**src/rtl/reg_file_mp.sv**
```systemverilog
// Two-read, one-write register file with write-first bypass and a
// sequential clear sweep that zeroes one register per clock.
module reg_file_mp #(
    parameter int DATA_W   = 32,
    parameter int ADDR_W   = 5,
    parameter int ZERO_REG = 1
) (
    input  logic              clk,
    input  logic              rst_n,
    input  logic              we,
    input  logic [ADDR_W-1:0] waddr,
    input  logic [DATA_W-1:0] wdata,
    input  logic [ADDR_W-1:0] raddr_a,
    input  logic [ADDR_W-1:0] raddr_b,
    output logic [DATA_W-1:0] rdata_a,
    output logic [DATA_W-1:0] rdata_b,
    input  logic              clr_req,
    output logic              busy
);
    // state | meaning
    // IDLE  | normal read/write operation
    // CLEAR | sweeping regs[cnt] to zero, writes and bypass disabled
    typedef enum logic {IDLE, CLEAR} state_t;

    localparam int DEPTH = 2**ADDR_W;
    localparam logic [ADDR_W-1:0] LAST = ADDR_W'(DEPTH - 1);

    state_t            state, state_nxt;
    logic [ADDR_W-1:0] cnt;
    logic [DATA_W-1:0] regs [DEPTH];
    logic              wr_zero;
    logic              wr_ok;

    assign busy    = (state == CLEAR);
    assign wr_zero = (ZERO_REG != 0) && (waddr == '0);
    assign wr_ok   = we && !busy && !wr_zero;

    always_ff @(posedge clk or negedge rst_n) begin
        if (!rst_n) state <= IDLE;
        else        state <= state_nxt;
    end

    always_comb begin
        state_nxt = state;
        case (state)
            IDLE:    if (clr_req)     state_nxt = CLEAR;
            CLEAR:   if (cnt == LAST) state_nxt = IDLE;
            default: state_nxt = IDLE;
        endcase
    end

    // cnt sits at zero outside a sweep, so entering CLEAR starts at register 0
    always_ff @(posedge clk or negedge rst_n) begin
        if (!rst_n)                              cnt <= '0;
        else if (state == CLEAR && cnt != LAST)  cnt <= cnt + ADDR_W'(1);
        else                                     cnt <= '0;
    end

    always_ff @(posedge clk or negedge rst_n) begin
        if (!rst_n) begin
            for (int i = 0; i < DEPTH; i++) regs[i] <= '0;
        end else if (busy) begin
            regs[cnt] <= '0;
        end else if (wr_ok) begin
            regs[waddr] <= wdata;
        end
    end

    function automatic logic [DATA_W-1:0] read_port(input logic [ADDR_W-1:0] addr);
        if ((ZERO_REG != 0) && (addr == '0)) return '0;
        else if (wr_ok && (addr == waddr))   return wdata;
        else                                 return regs[addr];
    endfunction

    assign rdata_a = read_port(raddr_a);
    assign rdata_b = read_port(raddr_b);

endmodule

```
**config.mk**
```make
export PLATFORM = sky130hd
export DESIGN_NAME = reg_file_mp
export DESIGN_NICKNAME = d
export VERILOG_FILES = /design/src/rtl/reg_file_mp.sv
export SDC_FILE = /design/constraint.sdc
export NUM_CORES = 2
export LEC_CHECK = 0
export CORE_ASPECT_RATIO = 0.5
export CORE_MARGIN = 3
export CORE_UTILIZATION = 48
export DETAILED_ROUTE_END_ITERATION = 16
export RECOVER_POWER = 100
export SLEW_MARGIN = 10
export SYNTH_ARGS = -nofsm -noshare
export SYNTH_HDL_FRONTEND = slang
export SYNTH_SLANG_ARGS = --single-unit
```
**constraint.sdc**
```tcl
create_clock -name clk -period 5.11 [get_ports clk]
set_input_delay 1.533 -clock clk [delete_from_list [all_inputs] [get_ports clk]]
set_output_delay 1.533 -clock clk [all_outputs]
set_load 0.01 [all_outputs]
```
==> flow_metrics.env <==
export IMPL_fmax_mhz=187
export IMPL_irDropWorstVdd_uv=284
export IMPL_die_height_um=245
export IMPL_synth_cell_area_um2=54700
export IMPL_clk_pin_slew_worst_paths_ps=60
export IMPL_routedWlPerCell_um=41.0
export IMPL_dr_pass1_iters=6
export IMPL_cts_tree="built"
export IMPL_ys_seq_elements=1030
export IMPL_swShare=0.310
export IMPL_drt_iter0_drc=7629
export IMPL_p_switching_mw=6.55
export IMPL_cts_buffers=97
export IMPL_final_layout_size_suffix_gt1_frac=0.354
export IMPL_rsz0062_at_grt="yes"
export IMPL_synth_cell_types=73
export IMPL_relSlewSlack=-1.08
export IMPL_period_share=1.04
export IMPL_slowest_stage="o211ai_1"
export IMPL_synth_top_cell_by_area="dfrtp_1"
export IMPL_finalSetupViolCount=30
export IMPL_fin_area_um2=69100
export IMPL_netlist_top_cells_count="dfrtp_1, a22o_1, mux2i_1"
export IMPL_grt_max_degree=107
export IMPL_path_buf_inv=4
export IMPL_crit_type="in2out"
export IMPL_placedInstanceArea_um2=61800
export IMPL_fp_dieArea_um2=118000
export IMPL_cts_root_buf="clkbuf_16"
export IMPL_place_ws_ps=-926
export IMPL_clk_path_buf_depth=3
export IMPL_setup_worst_path_start_class="primary input"
export IMPL_crit_arrival_ps=3810
export IMPL_slowest_delay_ps=850
export IMPL_cp_max_fo=4
export IMPL_cp_top_family="compound AO/OA/AOI/OAI gates"
export IMPL_grt_pass1_vias=46500
export IMPL_synth_nets=4238
export IMPL_wl_um=258000
export IMPL_grt_pass1_wl_um=359000
export IMPL_worst_slack_ps=-230
export IMPL_drv_cap=32
export IMPL_async_flop_share=1.00
export IMPL_finalClockSkew_ps=22.1
export IMPL_cp_end_kind="output port"
export IMPL_drc=0
export IMPL_track_usage=0.425
export IMPL_leakagePower_nw=31.2
export IMPL_synth_edff_count=0
export IMPL_worst_skew_pair_late_latency_ps=740
export IMPL_slew_viol_final=1137
export IMPL_fin_nets=4755
export IMPL_crit_top_cell="buf_16"
export IMPL_ios=116
export IMPL_ctsHtreeMaxLevel=3
export IMPL_pwr_share_clk=0.371
export IMPL_p_int_mw=14.6
export IMPL_fin_hold_ws_ps=518
export IMPL_p_seq_frac=0.418
export IMPL_synth_most_common_cell="dfrtp_1"
export IMPL_ys_seq_area_frac=0.471
export IMPL_hp_class="reg2reg"
export IMPL_hpwl_um=160000
export IMPL_hold_buffers=0
export IMPL_core_area_um2=112000
export IMPL_vias=47700
export IMPL_comb_power_share=0.211
export IMPL_hold_viol=0
export IMPL_status="complete, but fails checks"
export IMPL_area_growth_synth_to_final_pct=26.3
export IMPL_cp_required_ps=3580
export IMPL_yosys_warnings=0
export IMPL_synthTopCellsByArea="dfrtp_1, a22o_1, mux4_2"
export IMPL_avgSynthCellArea_um2=13.1
export IMPL_min_period_ps=5340
export IMPL_violations="max-capacitance violations, max-slew violations, negative setup slack"
export IMPL_synth_top_area_frac=0.471
export IMPL_rows=86
export IMPL_grt_overflow=0
export IMPL_drtAntennaViolNets=0
export IMPL_synth_flop_cell="dfrtp_1"
export IMPL_io_buffer_count=115
export IMPL_p_per_area_nw_per_um2=305
export IMPL_worst_pin_slew_ps=3120
export IMPL_crit_chain="buf_16 -> buf_16 -> buf_6 -> mux4_2 -> o211ai_1 -> o21a_1 -> a21oi_1 -> buf_2"
export IMPL_antenna_found_initial=18
export IMPL_initial_core_util=0.491
export IMPL_gp_congestion=1.00
export IMPL_synthCells=4182
export IMPL_die_w_um=484
export IMPL_vias_per_cell=7.59
export IMPL_clkSinkCount=1030
flip-flops by register name (all words and copies together), names as in the netlist:
| register | flops |
|---|---|
| regs | 1024 |
| cnt | 5 |
| busy | 1 |
stage by stage:
step | total power [mW] | instances | utilization | TNS [ps]
global placement | 12.8 | 5929 | 0.553 | -44410
global route | 21.5 | 6279 | 0.619 | -8300
CTS | 20.8 | 6224 | 0.613 | -1250
finish | 21.1 | 6290 | 0.620 | -2050
detailed placement | 12.8 | 5929 | 0.553 | -44960
floorplan | 10.7 | 4182 | - | 0
layout by cell type, fill, tap and decap left out, types with 22 or more instances in the layout:
cell and count:
buf_12 110, a221oi_1 51, a22oi_1 31, buf_6 79
mux4_2 316, dfrtp_1 1030, clkbuf_8 25, nand2_1 39
o22ai_1 22, clkbuf_16 107, buf_2 51, clkbuf_2 33
nor2_1 54, a22o_1 1014, buf_16 31, buf_8 24
a21oi_4 30, clkbuf_1 51, a221o_1 26, o21ai_1 39
buf_4 538, a21oi_1 40, clkdlybuf4s50_1 32, a221oi_2 62
a21oi_2 22, mux2i_1 390, o21ai_0 46
kinds of logic (layout without fill, tap and decap cells):
| family | Yosys count | in the layout | synth area share |
|---|---|---|---|
| simple gates | 277 | 277 | 0.0278 |
| fa+ha+maj | 5 | 5 | 0.00114 |
| other cells | 0 | 16 | 0 |
| xor+xnor | 12 | 12 | 0.00192 |
| flops | 1030 | 1030 | 0.471 |
| mux | 748 | 748 | 0.211 |
| buf+inv | 550 | 1146 | 0.0529 |
| compound gates | 1560 | 1560 | 0.234 |
per-layer routing:
layer	part of all wire	vias up	wire length (um)	GRT usage
met2	0.40	4196	102000	0.561
met3	0.18	818	45800	0.242
met4	0.049	14	12600	0.185
met1	0.37	24800	96400	0.563
met5	0.0016	-	418	0.0109
li1	-	17900	-	-
area by class of cell:
type,count,area [um2]
Clock inverter,35,384
Inverter,12,48.8
Antenna cell,16,40.0
Multi-Input combinational cell,2602,28400
Sequential cell,1030,25800
Tap cell,1496,1870
Fill cell,8468,42500
Clock buffer,143,2950
Timing Repair Buffer,956,9640
power groups by stage:
stage	sequential (mW)	combinational, mW	clock [mW]
5_1_grt	8.86	4.52	8.14
4_1_cts	8.80	4.22	7.81
2_1_floorplan	8.84	1.85	0
6_report	8.83	4.45	7.83
3_3_place_gp	8.93	3.86	0
3_5_place_dp	8.95	3.89	0
final timing paths:
check | cells after the start | startpoint | endpoint | slack [ps]
min in group asynchronous | 1 | rst_n | regs[685] | 1740
setup reg to reg | 6 | busy | regs[818] | 980
setup / recovery | 8 | raddr_a[0] | rdata_a[14] | -230
hold reg to reg | 1 | regs[1002] | regs[1002] | 520
hold / removal | 1 | regs[1002] | regs[1002] | 520
max in group asynchronous | 2 | rst_n | regs[937] | 380
timing repair:
| action | CTS | global route |
|---|---|---|
| pin swaps | 88 | 96 |
| cloned | 24 | 5 |
| buffers inserted | 105 | 67 |
| gates resized for setup | 664 | 230 |
| endpoints found under the setup margin | 64 | 61 |
Power figures use the tool's default switching activity.
